<file path="src/rtl/backprop_delta_unit.sv">
// Backprop delta stage: delta = e * sigmoid'(z), two-stage valid/ready pipeline with per-vector counter.
// Optional round-half-up of the product is built when DELTA_ROUND_EN is defined (floor shift otherwise).

module sigmoid_deriv #(
  parameter int DATA_WIDTH = 16,
  parameter int FRAC_BITS  = 8
) (
  input  logic [DATA_WIDTH-1:0] z_i,
  output logic [DATA_WIDTH-1:0] deriv_o
);
  localparam int RANGE = 8 << FRAC_BITS;

  logic [DATA_WIDTH:0] abs_z;
  logic [3:0]          idx;
  logic [6:0]          lut8;

  // Table holds round(256*s'(x)) at 0.5 steps over |z| in [0,8); symmetric in z.
  always_comb begin
    abs_z = z_i[DATA_WIDTH-1] ? -{z_i[DATA_WIDTH-1], z_i} : {1'b0, z_i};
    idx   = 4'(abs_z >> (FRAC_BITS-1));
    case (idx)
      4'd0:    lut8 = 7'd64;
      4'd1:    lut8 = 7'd60;
      4'd2:    lut8 = 7'd50;
      4'd3:    lut8 = 7'd38;
      4'd4:    lut8 = 7'd27;
      4'd5:    lut8 = 7'd18;
      4'd6:    lut8 = 7'd12;
      4'd7:    lut8 = 7'd7;
      4'd8:    lut8 = 7'd5;
      4'd9:    lut8 = 7'd3;
      4'd10:   lut8 = 7'd2;
      4'd11:   lut8 = 7'd1;
      4'd12:   lut8 = 7'd1;
      default: lut8 = 7'd0;
    endcase
    if (abs_z >= (DATA_WIDTH+1)'(RANGE)) lut8 = 7'd0;
  end

  generate
    if (FRAC_BITS >= 8) begin : g_scale_up
      assign deriv_o = DATA_WIDTH'(lut8) << (FRAC_BITS-8);
    end else begin : g_scale_dn
      assign deriv_o = DATA_WIDTH'(lut8) >> (8-FRAC_BITS);
    end
  endgenerate
endmodule

module backprop_delta_unit #(
  parameter int DATA_WIDTH = 16,
  parameter int FRAC_BITS  = 8,
  parameter int CNT_WIDTH  = 8
) (
  input  logic                  clk_i,
  input  logic                  rst_i,
  input  logic                  in_valid_i,
  output logic                  in_ready_o,
  input  logic [DATA_WIDTH-1:0] z_i,
  input  logic [DATA_WIDTH-1:0] e_i,
  input  logic                  in_last_i,
  output logic                  out_valid_o,
  input  logic                  out_ready_i,
  output logic [DATA_WIDTH-1:0] delta_o,
  output logic                  out_last_o,
  output logic [CNT_WIDTH-1:0]  cnt_o
);
  localparam int PW = 2*DATA_WIDTH + 1;

  logic [DATA_WIDTH-1:0] deriv;
  logic                  s1_valid_q, s1_valid_d, s1_last_q, s1_last_d;
  logic [DATA_WIDTH-1:0] s1_e_q, s1_e_d, s1_deriv_q, s1_deriv_d;
  logic                  out_valid_q, out_valid_d, out_last_q, out_last_d;
  logic [DATA_WIDTH-1:0] delta_q, delta_d;
  logic [CNT_WIDTH-1:0]  cnt_q, cnt_d;
  logic                  s2_adv, in_xfer, out_xfer;
  logic signed [PW-1:0]  prod, prod_adj;
  logic [DATA_WIDTH-1:0] delta_calc;

  sigmoid_deriv #(.DATA_WIDTH(DATA_WIDTH), .FRAC_BITS(FRAC_BITS)) u_deriv (
    .z_i    (z_i),
    .deriv_o(deriv)
  );

  assign s2_adv     = !out_valid_q || out_ready_i;
  assign in_ready_o = !s1_valid_q || s2_adv;
  assign in_xfer    = in_valid_i && in_ready_o;
  assign out_xfer   = out_valid_q && out_ready_i;

`ifdef DELTA_ROUND_EN
  localparam logic signed [PW-1:0] HALF = PW'(1) << (FRAC_BITS-1);
`endif

  // deriv is unsigned and <= 0.25, so the shifted product always fits DATA_WIDTH.
  always_comb begin
    prod = $signed({{(DATA_WIDTH+1){s1_e_q[DATA_WIDTH-1]}}, s1_e_q})
         * $signed({{(DATA_WIDTH+1){1'b0}}, s1_deriv_q});
`ifdef DELTA_ROUND_EN
    prod_adj = prod + HALF;
`else
    prod_adj = prod;
`endif
    delta_calc = DATA_WIDTH'(prod_adj >>> FRAC_BITS);
  end

  always_comb begin
    s1_valid_d  = s1_valid_q;
    s1_last_d   = s1_last_q;
    s1_e_d      = s1_e_q;
    s1_deriv_d  = s1_deriv_q;
    out_valid_d = out_valid_q;
    out_last_d  = out_last_q;
    delta_d     = delta_q;
    cnt_d       = cnt_q;
    if (in_xfer) begin
      s1_valid_d = 1'b1;
      s1_last_d  = in_last_i;
      s1_e_d     = e_i;
      s1_deriv_d = deriv;
    end else if (s2_adv) begin
      s1_valid_d = 1'b0;
    end
    if (s2_adv) begin
      out_valid_d = s1_valid_q;
      if (s1_valid_q) begin
        delta_d    = delta_calc;
        out_last_d = s1_last_q;
      end
    end
    if (out_xfer) cnt_d = out_last_q ? '0 : cnt_q + 1'b1;
  end

  always_ff @(posedge clk_i or posedge rst_i) begin
    if (rst_i) begin
      s1_valid_q  <= 1'b0;
      s1_last_q   <= 1'b0;
      s1_e_q      <= '0;
      s1_deriv_q  <= '0;
      out_valid_q <= 1'b0;
      out_last_q  <= 1'b0;
      delta_q     <= '0;
      cnt_q       <= '0;
    end else begin
      s1_valid_q  <= s1_valid_d;
      s1_last_q   <= s1_last_d;
      s1_e_q      <= s1_e_d;
      s1_deriv_q  <= s1_deriv_d;
      out_valid_q <= out_valid_d;
      out_last_q  <= out_last_d;
      delta_q     <= delta_d;
      cnt_q       <= cnt_d;
    end
  end

  assign out_valid_o = out_valid_q;
  assign out_last_o  = out_last_q;
  assign delta_o     = delta_q;
  assign cnt_o       = cnt_q;
endmodule

</file>
<file path="config.mk">
export PLATFORM = sky130hd
export DESIGN_NAME = backprop_delta_unit
export DESIGN_NICKNAME = d
export VERILOG_FILES = /design/src/rtl/backprop_delta_unit.sv
export SDC_FILE = /design/constraint.sdc
export NUM_CORES = 1
export LEC_CHECK = 0
export CELL_PAD_IN_SITES_DETAIL_PLACEMENT = 0
export CELL_PAD_IN_SITES_GLOBAL_PLACEMENT = 1
export CORE_ASPECT_RATIO = 0.7
export CORE_MARGIN = 3
export CORE_UTILIZATION = 40
export CTS_BUF_LIST = sky130_fd_sc_hd__clkbuf_4
export CTS_CLUSTER_DIAMETER = 80
export CTS_CLUSTER_SIZE = 10
export DETAILED_ROUTE_END_ITERATION = 7
export PLACE_DENSITY_LB_ADDON = 0.08
export SETUP_SLACK_MARGIN = 0.3
export SYNTH_ARGS = -nofsm -noshare
export SYNTH_HDL_FRONTEND = slang
export SYNTH_SLANG_ARGS = --single-unit
export TNS_END_PERCENT = 50
</file>
<file path="constraint.sdc">
create_clock -name clk_i -period 11.55 [get_ports clk_i]
set_input_delay 1.155 -clock clk_i [delete_from_list [all_inputs] [get_ports clk_i]]
set_output_delay 1.155 -clock clk_i [all_outputs]
set_load 0.05 [all_outputs]
</file>
# [After elaboration in Yosys (flattened, before gate mapping)]
# Memories as Yosys holds them, arrays and structs flattened.
# Cells that the tools add are included.
[classes] addsub=2 multipliers=1 order_cmp=1 n_mux=5 reduce_logical=8
[ops] operator="$mul 16x8->24" n=1
[ops] operator="$ge 17x12->1 const B" n=1
[ops] operator="$mux 17" n=1
[ops] operator="$neg 17->17" n=1
[ops] operator="$add 8x1->8 const B" n=1
[ops] operator="$mux 8" n=1
[ops] operator="$mux 7" n=1
[ops] operator="$logic_and 1x1->1" n=2
[ops] operator="$logic_not 1->1" n=2
[ops] operator="$logic_or 1x1->1" n=2
[ops] operator="$mux 1" n=2
[ops] operator="$reduce_and 2->1" n=1
[ops] operator="$reduce_bool 2->1" n=1
[totals] register_bits=51 mem_bits_ro=112 inputBits=37 out_inout_bits=27 wordCells=26 n_memories=1
[mem_list] memory="(no name shown)" words=16 word_bits=7 rd=1 rd_ports_with_merged_regs=0 write_ports=0 line="21" text="case (idx)"

# [Depth between registers and ports, before layout]
# Gate-level depths: netlist of run 1.
[logic_depth] word_depth=5 mapped_depth=17 mapped_depth_nobuf=16

# [Cells and area by module]
# A second synthesis of run 1 with hierarchy kept.
[hier_totals] hier_cells=1070 hier_area_um2=9992.1
[by_module_without_submodules] module="backprop_delta_unit" n_inst=1 cells_per_inst=983 area_each_um2=9370.2 seq_area_each_um2=1501.4
[by_module_without_submodules] module="sigmoid_deriv" n_inst=1 cells_per_inst=87 area_each_um2=621.8 seq_area_each_um2=0.0

# [Least setup slack after synthesis of run 1]
# No wires, ideal clock.
[synth_timing] path_kind="flip-flop to flip-flop" start="reg s1_deriv_q[4]" end="reg delta_q[12] (netlist: delta_o[12])" setup_time_ns=0.069 arrival_time_ns=4.570 required_time_ns=11.481 slack_ns=6.910 path_stages_with_launch=16 path_buffers=1 period_less_slack_ns=4.640 cell_sequence="dfrtp_1 -> clkbuf_1 -> and2_1 -> fa_1 -> fa_1 -> fa_1 -> inv_1 -> fa_1 -> inv_1 -> ha_1 -> o21ai_0 -> a21boi_0 -> o221ai_2 -> o311a_1 -> or4_1 -> nand3_1"
[synth_between] elab_chain_len=1
[synth_rtl] item="start: declaration" line="71" text="logic [DATA_WIDTH-1:0] s1_e_q, s1_e_d, s1_deriv_q, s1_deriv_d;"
[synth_rtl] item="start signal: assignment" line="146" text="s1_deriv_q <= s1_deriv_d;"
[synth_rtl] item="$mul 16x8->24" line="96" text="* $signed({{(DATA_WIDTH+1){1'b0}}, s1_deriv_q});"
[synth_rtl] item="end signal: assignment" line="149" text="delta_q <= delta_d;"
[synth_rtl] item="end: declaration" line="73" text="logic [DATA_WIDTH-1:0] delta_q, delta_d;"
# Every way passes these cells.
# A chain may end at the register's enable or synchronous reset.

# [Final worst setup path of run 1]
[layout_timing] start="reg s1_deriv_q[2]" end="reg delta_q[13] (netlist: delta_o[13])"
# The elaborated chain is that of the path after synthesis.

==> results of run 1 <==
==> report_power, final <==
part | internal, W | switching [W] | leakage, nW | total (W)
registers | 0.000212 | 0.0000511 | 0.650 | 0.000263
clock network | 0.0000245 | 0.0000709 | 0.0278 | 0.0000954
logic | 0.000139 | 0.000231 | 3.11 | 0.000370
==> per-stage QoR <==
stage               utilization  cells  area (sq um)
finish                    0.475   1023          7540
CTS                       0.475   1023          7540
floorplan                     -    753          6650
global route              0.475   1023          7540
global placement          0.471   1015          7470
detailed placement        0.471   1015          7470
==> flip-flops by register name, summed over array words and instances (netlist names) <==
signal,flops
delta_o,16
s1_e_q,16
cnt_o,8
s1_deriv_q,7
out_last_o,1
out_valid_o,1
s1_last_q,1
s1_valid_q,1
==> tightest hold or removal path, stage by stage (launching register included) <==
cell     delay, ps
dfrtp_1        370
nand2_1         50
nand2_1         40
==> layout make-up <==
class | instances | area share
clock buffers | 5 | 0.00498
clock inverters | 3 | 0.00315
inverters | 123 | 0.0613
multi-input cells | 555 | 0.638
flip-flops and latches | 51 | 0.169
well taps | 220 | 0.0365
repair buffers | 66 | 0.0867
==> cells by family (layout without fill, tap and decap cells) <==
logic type      Yosys count  count (layout)  synth area share
compound gates          104             104             0.107
xor+xnor                 24              24            0.0327
fa+ha+maj               137             137             0.354
buf+inv                 147             197            0.0852
flops                    51              51             0.192
mux                       7               7            0.0107
simple gates            283             283             0.219
==> cell usage in the layout (no fill, tap or decap), drive strengths merged, types with 5 or more instances in the layout <==
cell           instances
a211o                  6
a21o                  11
a21oi                 19
a31oi                  6
and2                  96
clkbuf                 5
clkdlybuf4s50         63
dfrtp                 51
fa                    85
ha                    52
inv                  124
mux2i                  6
nand2                116
nand3                  8
nand4                  7
nor2                  17
nor3                   7
nor4                   5
o21ai                 26
o31ai                  8
xnor2                 18
xor2                   6
==> metal layers <==
layer,up-vias,global-route usage,part of all wire
li1,2499,-,-
met1,2584,0.254,0.47
met2,84,0.326,0.48
met3,21,0.0287,0.033
met4,0,0.0555,0.019
met5,-,0,0
==> worst paths after layout <==
kind | from | endpoint | slack, ps | cells past startpoint
hold reg to reg | s1_last_q | out_last_o | 480 | 2
setup / recovery | s1_deriv_q[2] | delta_o[13] | 6470 | 16
hold / removal | s1_last_q | out_last_o | 480 | 2
min in group asynchronous | rst_i | delta_o[2] | 1230 | 3
setup reg to reg | s1_deriv_q[2] | delta_o[13] | 6470 | 16
max in group asynchronous | rst_i | cnt_o[5] | 9860 | 3
==> summary.txt, run 1 <==
Outcome
  • Outcome: finished clean

Logic synthesis
  • Cell Area, Synth: around 0.0067 sq mm
  • Top post-synthesis cells by area: fa_1 (26%), dfrtp_1 (19%), ha_1 (9.8%), and2_1 (8.9%), inv_1 (6.9%)
  • Synth Flop Type: dfrtp_1
  • Synth warnings: 0
  • Most common cell in the netlist: inv_1
  • Post-synth EDFFs: 0
  • Sequential share of the synthesized area: 0.192
  • Largest area contributor in the netlist: fa_1
  • #FFs+latches synth: 51
  • Distinct cells, synth: around 60
  • Syn Inst Count: ~750
  • Asr flop ratio synth: 1.00
  • Top post-synthesis cells by count: inv_1 (123), nand2_1 (116), and2_1 (95), fa_1 (85), ha_1 (52)
  • Syn Area/Cell: 8.83 sq um
  • Post-synth top area share: 0.256
  • Syn_nets: 927

Timing
  • Worst relative slew slack: 0.355
  • Slew Limit Fails: 0
  • Final worst-path cycle share: 0.440
  • Final Hold Slack: around 480 ps
  • RSZ-0062 raised after global routing: no
  • Post-route setup slack: 6470 ps
  • Tmin final: 5080 ps
  • Setup TNS: 0 ps
  • F_max: 0.197 GHz
  • Final hold viol count: 0
  • # setup viols final: 0
  • Clock Skew: 21.7 ps
  • Worst-Margin Slew: around 960 ps

Clocking
  • CTS clk-pin slew, worst paths: roughly 160 ps
  • Root Buffer: clkbuf_4
  • H-tree depth: 2
  • CTS tree: built
  • Clock tree sinks: 51
  • Hold-fix buffer count after cts: 0
  • CTS Buffer Depth: 2
  • Post-CTS setup buffers: 0
  • Latest clock arrival within the worst-skew pair: 430 ps
  • TritonCTS Buffers: 5
  • Post-cts resize count: 0

Global routing
  • Largest net degree at the start of global routing: 52
  • Final global-route overflow total: 0
  • Initial antenna violation count: 0
  • First-pass GRT wire length: 28100 um
  • Gr usage total: 0.191
  • Vias in the first global route: 5645

Detailed routing
  • DRT iter0 DRCs: 240
  • Vias post-DR: 5188
  • Vias/cell: 5.07
  • Residual DRC count: 0
  • Final wirelength: 16200 um
  • Per-cell routed wire length: 15.8 um
  • Post-DRT Antenna Nets: 0
  • Drt pass-1 iters: 4

Setup path
  • Crit path max fanout: 17
  • WS Path Type: reg2reg
  • Critical path data required time: around 12000 ps
  • Critical path's largest stage delay: 640 ps
  • CP Launch Type: register
  • WP data arrival: approximately 5400 ps
  • Crit-path cells: and2_1 -> fa_1 -> inv_1 -> fa_1 -> inv_1 -> fa_1 -> inv_1 -> fa_1 -> inv_1 -> ha_1 -> a21oi_1 -> nor2b_1 -> a211oi_1 -> o21ai_0 -> o21a_1 -> o31ai_1
  • Family with the most delay on the worst path: adder cells
  • CP Buf/Inv Count: 4
  • Slowest stage cell, crit path: dfrtp_1
  • CP endpoint kind: register

Power and ir drop
  • Power, Total: 0.000729 W
  • P per Cell Area: ~97 mW/mm^2
  • Static Leak: about 3.8 nW
  • Max VDD drop: 0.0000673 V

Place
  • Port bufs: 63
  • DP Worst Slack: ~6500 ps
  • GP Congestion: 0.803
  • Post-DP HPWL: 12600 um

Die
  • Die Ht: between 100 and 150 um
  • Chip width: 160 um
  • Site Rows: 38
  • Initial core utilization: 0.419
  • Core outline area: 0.0159 sq mm
  • Io pins: 64
  • Die ar.: about 0.018 sq mm

Worst hold path
  • Min-delay worst type: reg2reg

Cells and area
  • N_diodes: 0
  • Layout Nets: 976
  • Layout cells sized above 1: 0.0311
  • Area delta synth->final: 13.3%
  • Filler cells: 1580
  • Area of the multi-input gates: 0.00481 sq mm
  • Storage element area: 0.00128 sq mm

Job
  • Max-cap violation count: 0
Note: power is estimated with default switching activity, not from simulation.
==> inputs of run 2 (changes only) <==
==> constraint.sdc (replaced) <==
create_clock -name clk_i -period 5.2 [get_ports clk_i]
set_input_delay 0.52 -clock clk_i [delete_from_list [all_inputs] [get_ports clk_i]]
set_output_delay 0.52 -clock clk_i [all_outputs]
set_load 0.05 [all_outputs]
==> run 2 against run 1 <==
Compared with the run above:
- first-iteration DRC count fell by 7.9%
- cell count rose by 1.9%
- sequential share of layout area fell by 0.57 points
- combinational power rose by 140%
- routed wire length rose by 3.9%
- worst setup slack got worse by 6000 ps
- fmax rose by 6.8%
- sequential power rose by 120%
- non-clock buffer count rose by 18
- power rose by 130%
- clock-buffer cell count did not move
- flip-flop and latch count did not move
- critical path type unchanged
==> summary.txt, run 2 (synthesis results as in run 1) <==
Cells and area
  • Area delta synth->final: 18.0%
  • Layout Nets: 994
  • Layout cells sized above 1: 0.0828
  • Commonest non-fill, non-tap cell in the layout: inv_1
  • Non-filler cells, final: 1042
  • Commonest non-fill, non-tap cells in the layout: inv_1 (122), nand2_1 (116), and2_1 (95), fa_1 (84), clkdlybuf4s50_1 (63)
  • Filler cells: about 1.5k

Place
  • GP Congestion: around 0.82
  • Cell Count Post-Placement: ~1.0k
  • Post-DP HPWL: 12800 um
  • Port bufs: 63

Die
  • Chip width: 160 um
  • Die ar.: 0.0182 sq mm
  • Site Rows: 38
  • Core outline area: between 0.015 and 0.02 sq mm
  • Initial core utilization: 0.419
  • Io pins: 64
  • Die Ht: between 100 and 150 um

Clocking
  • Clock tree sinks: a little over 50
  • H-tree depth: 2
  • Latest clock arrival within the worst-skew pair: 420 ps
  • TritonCTS Buffers: 5
  • CTS Buffer Depth: 2
  • CTS clk-pin slew, worst paths: roughly 170 ps
  • Hold-fix buffer count after cts: 0
  • CTS tree: built
  • Root Buffer: clkbuf_4

Timing
  • Clock Skew: approximately 18 ps
  • Final Hold Slack: between 400 and 500 ps
  • Slew Limit Fails: 0
  • Worst relative slew slack: 0.370
  • Tmin final: between 4000 and 5000 ps
  • Worst-Margin Slew: 936 ps
  • F_max: approximately 0.21 GHz
  • # setup viols final: 0
  • Setup TNS: 0 ps
  • Final hold viol count: 0
  • Final worst-path cycle share: 0.914
  • RSZ-0062 raised after global routing: yes

Power and ir drop
  • Power, Total: 0.00170 W
  • P per Cell Area: 217 mW/mm^2
  • Static Leak: between 3 and 4 nW
  • Max VDD drop: about 0.00017 V

Detailed routing
  • DRT iter0 DRCs: 221
  • Post-DRT Antenna Nets: 0
  • Final wirelength: 16800 um
  • Vias post-DR: between 5k and 6k
  • Drt pass-1 iters: 4
  • Residual DRC count: 0
  • Per-cell routed wire length: roughly 16 um
  • Vias/cell: 5.11

Worst hold path
  • Worst hold start: s1_last_q
  • WHS Path Cells: 2
  • Worst Hold Endpoint: out_last_o
  • Min-delay worst type: reg2reg

Global routing
  • Vias in the first global route: 5749
  • Final global-route overflow total: 0
  • Gr usage total: 0.195
  • First-pass GRT wire length: 28800 um
  • Largest net degree at the start of global routing: 52
  • Initial antenna violation count: 0

Setup path
  • Slowest stage cell, crit path: fa_1
  • Crit path max fanout: 6
  • CP Launch Type: register
  • Family with the most delay on the worst path: adder cells
  • Reg-to-reg endpoint: delta_o[12]
  • Critical path's largest stage delay: 550 ps
  • Critical path data required time: ~5600 ps
  • CP Buf/Inv Count: 5
  • R2R depth: 15
  • WP data arrival: roughly 5100 ps
  • WS Path Type: reg2reg
  • CP endpoint kind: register
  • Most used cell, CP: fa_1
  • RR Startpoint: s1_deriv_q[4]
  • Crit-path cells: buf_12 -> buf_4 -> buf_4 -> and2_1 -> fa_1 -> fa_1 -> fa_1 -> inv_1 -> fa_1 -> inv_1 -> ha_2 -> nand2_1 -> o311a_1 -> or4_1 -> nand3_1
  • Reg2reg setup slack: 450 ps

Outcome
  • Outcome: finished clean

Job
  • Max-cap violation count: 0
## run 2: through the flow
stage,utilization,worst slack [ps],cell area (sq um)
6_report,0.494,445,7850
5_1_grt,0.494,253,7850
4_1_cts,0.482,300,7660
3_5_place_dp,0.471,171,7480
3_3_place_gp,0.471,303,7480
2_1_floorplan,-,560,6650
## run 2: repair_timing
action                     4_1_cts  5_1_grt
setup buffers                    9        8
setup endpoints to repair        7        9
pin swaps                        0       16
gates resized for setup          6       30
## run 2: final cells by class
cell class	count	area, sq um	area share
Antenna cell	1	2.50	0.000319
Clock buffer	5	37.5	0.00478
Clock inverter	3	38.8	0.00494
Inverter	123	462	0.0588
Multi-Input combinational cell	555	4940	0.629
Sequential cell	51	1280	0.164
Tap cell	220	275	0.0351
Timing Repair Buffer	84	813	0.104
## run 2: power by group
part / leakage, nW / switching [W] / internal [W] / total (W)
clock: 0.0426 / 0.000148 / 0.0000990 / 0.000247
sequential: 0.639 / 0.000104 / 0.000472 / 0.000576
combinational: 3.18 / 0.000541 / 0.000341 / 0.000882
total: 3.87 / 0.000793 / 0.000912 / 0.00170
## run 2: how the worst max path moves through the flow
stage / startpoint / to / slack, ps / cells past startpoint
CTS: s1_deriv_q[4] / delta_o[12] / 300 / 15
global route: s1_deriv_q[3] / delta_o[12] / 250 / 14
global placement: s1_deriv_q[4] / delta_o[11] / 300 / 15
detailed placement: s1_deriv_q[2] / delta_o[13] / 170 / 16
floorplan: s1_deriv_q[4] / delta_o[12] / 560 / 15
finish: s1_deriv_q[4] / delta_o[12] / 450 / 15
## run 2: tightest hold or removal path: stages, from the launching register on
cell and delay (ps):
dfrtp_1 370, nand2_1 50, nand2_1 50
## run 2: routing by layer
metal | vias to the layer above | wire length, um | track usage
met5 | - | 0 | 0
met4 | 0 | 195 | 0.0376
met3 | 16 | 323 | 0.0225
met2 | 68 | 8180 | 0.339
met1 | 2700 | 8080 | 0.268
li1 | 2541 | - | -
==> inputs of run 3 (changes only) <==
--- a/config.mk
+++ b/config.mk
@@ -10,7 +10,7 @@
 export CORE_ASPECT_RATIO = 0.7
 export CORE_MARGIN = 3
 export CORE_UTILIZATION = 40
-export CTS_BUF_LIST = sky130_fd_sc_hd__clkbuf_4
+export CTS_BUF_LIST = sky130_fd_sc_hd__clkbuf_8 sky130_fd_sc_hd__clkbuf_16
 export CTS_CLUSTER_DIAMETER = 80
 export CTS_CLUSTER_SIZE = 10
 export DETAILED_ROUTE_END_ITERATION = 7
==> run 3 against run 2 <==
Compared with the run above:
- hold slack worse by 14 ps
- cell count is 0.38% lower
- sequential share of layout area is 0.24 points lower
- combinational power up 2%
- non-clock buffer count is 4 lower
- worst setup slack got worse by 56 ps
- power increased by 10%
- die area stayed put
- highest routed layer unchanged
- first-iteration DRC count fell by 6.8%
- largest cell class unchanged
- routed wire length is 0.88% higher
- via count about the same
- critical path type unchanged
- global-route usage fell by 0.28 points
==> summary.txt, run 3 (synthesis results as in run 1) <==
Outcome
  • Outcome: finished clean

Detailed routing
  • Metal2 WL: 8250 um
  • Drt pass-1 iters: 4
  • Final wirelength: around 17000 um
  • Per-cell routed wire length: ~16 um
  • Metal3 WL: 429 um
  • WL met1: 8000 um
  • Vias post-DR: 5327
  • DRT iter0 DRCs: 206
  • Residual DRC count: 0
  • Post-DRT Antenna Nets: 0
  • Top layer in use: met4
  • Vias/cell: about 5.1

Die
  • Chip width: 160 um
  • Initial core utilization: 0.419
  • Die ar.: 0.0182 sq mm
  • Die Ht: approximately 110 um
  • Io pins: 64
  • Core outline area: 0.0159 sq mm
  • Site Rows: 38

Place
  • DP Worst Slack: 171 ps
  • Port bufs: 63
  • Post-DP HPWL: approximately 13000 um
  • GP Congestion: just over 0.8

Timing
  • RSZ-0062 raised after global routing: yes
  • Worst-Margin Slew: approximately 930 ps
  • Post-route setup slack: 389 ps
  • # setup viols final: 0
  • Tmin final: 4810 ps
  • Slew Limit Fails: 0
  • F_max: 0.208 GHz
  • Setup TNS: 0 ps
  • Clock Skew: between 10 and 15 ps
  • Final worst-path cycle share: 0.925
  • Final Hold Slack: 475 ps
  • Worst relative slew slack: 0.371
  • Final hold viol count: 0

Power and ir drop
  • Int Power: 0.00106 W
  • Clock share of power: 0.215
  • Register share of total power: 0.308
  • Static Leak: 3.91 nW
  • NetSw: between 0.0008 and 0.0009 W
  • Switch share: 0.435
  • P per Cell Area: between 200 and 250 mW/mm^2
  • Max VDD drop: about 0.00017 V
  • Comb pwr share: 0.477

Worst hold path
  • Min-delay worst type: reg2reg

Setup path
  • R2R depth: 15
  • CP endpoint kind: register
  • Reg-to-reg endpoint: delta_o[11]
  • Critical path data required time: 5350 ps
  • WS Path Type: reg2reg
  • Crit path max fanout: 8
  • Setup crit end: delta_o[11]
  • Setup crit start: s1_deriv_q[4]
  • Reg2reg setup slack: ~400 ps
  • RR Startpoint: s1_deriv_q[4]
  • WP data arrival: around 5000 ps
  • CP Launch Type: register

Job
  • Max-cap violation count: 0

Clocking
  • Root Buffer: clkbuf_16
  • CTS tree: built
  • CTS clk-pin slew, worst paths: 80 ps
  • H-tree depth: 2
  • Latest clock arrival within the worst-skew pair: roughly 310 ps
  • Clock tree sinks: slightly above 50
  • TritonCTS Buffers: 5
  • CTS Buffer Depth: 2

Global routing
  • Final global-route overflow total: 0
  • Vias in the first global route: 5679
  • First-pass GRT wire length: 28300 um
  • Gr usage total: 0.193
  • Largest net degree at the start of global routing: 52
  • Initial antenna violation count: 0

Cells and area
  • Layout cells sized above 1: 0.0869
  • Layout Nets: 990
  • Commonest non-fill, non-tap cells in the layout: inv_1 (122), nand2_1 (116), and2_1 (94), fa_1 (83), clkdlybuf4s50_1 (63)
  • Commonest non-fill, non-tap cell in the layout: inv_1
  • Area delta synth->final: 20.4%
  • Util after Layout: 0.504
==> run 3: layout make-up <==
| cell class | count | area [sq um] |
|---|---|---|
| clock inverters | 2 | 35.0 |
| multi-input cells | 555 | 5030 |
| fillers | 1516 | 7870 |
| repair buffers | 80 | 774 |
| diodes | 1 | 2.50 |
| flip-flops and latches | 51 | 1290 |
| inverters | 123 | 462 |
| clock buffers | 6 | 139 |
| well taps | 220 | 275 |
==> run 3: what timing repair did <==
action,4_1_cts,5_1_grt
pin swaps,0,17
resized for setup,4,48
hold buffers,0,0
setup buffers,0,13
setup endpoints to repair,6,9
==> run 3: routing by layer <==
metal | up-vias | global-route usage
met4 | 0 | 0.0434
met3 | 18 | 0.0221
met1 | 2696 | 0.262
met2 | 83 | 0.334
li1 | 2530 | -
met5 | - | 0
==> run 3: power groups by stage <==
stage	Sequential (W)	Clock, W	Combinational (W)
2_1_floorplan	0.000736	0	0.000393
3_3_place_gp	0.000589	0	0.000827
3_5_place_dp	0.000587	0	0.000839
4_1_cts	0.000581	0.000418	0.000843
5_1_grt	0.000593	0.000431	0.000986
6_report	0.000578	0.000404	0.000897
==> run 3: how the worst min path moves through the flow <==
stage | start | end | slack, ps | cells past startpoint
3_3_place_gp | s1_last_q | out_last_o | 450 | 2
2_1_floorplan | s1_last_q | out_last_o | 440 | 2
4_1_cts | s1_last_q | out_last_o | 470 | 2
3_5_place_dp | s1_last_q | out_last_o | 460 | 2
5_1_grt | s1_last_q | out_last_o | 480 | 2
6_report | s1_last_q | out_last_o | 470 | 2
==> run 3: worst max-delay path, cell delays in order, from the launching register on <==
cell and delay (ps):
dfrtp_4 530, buf_4 200, and2_1 180, fa_1 550, fa_1 460, fa_1 560
inv_1 70, fa_1 550, inv_1 70, ha_4 310, nand4_1 210, nor4_2 310
a2bb2oi_2 160, a31oi_2 230, xnor2_1 160, o21ai_0 100
==> run 3: stage by stage <==
step / cell area, sq um / total power, W / std cells
6_report: 8010 / 0.00188 / 1038
5_1_grt: 8010 / 0.00201 / 1037
4_1_cts: 7660 / 0.00184 / 1024
3_5_place_dp: 7480 / 0.00143 / 1016
3_3_place_gp: 7480 / 0.00142 / 1016
2_1_floorplan: 6650 / 0.00113 / 753
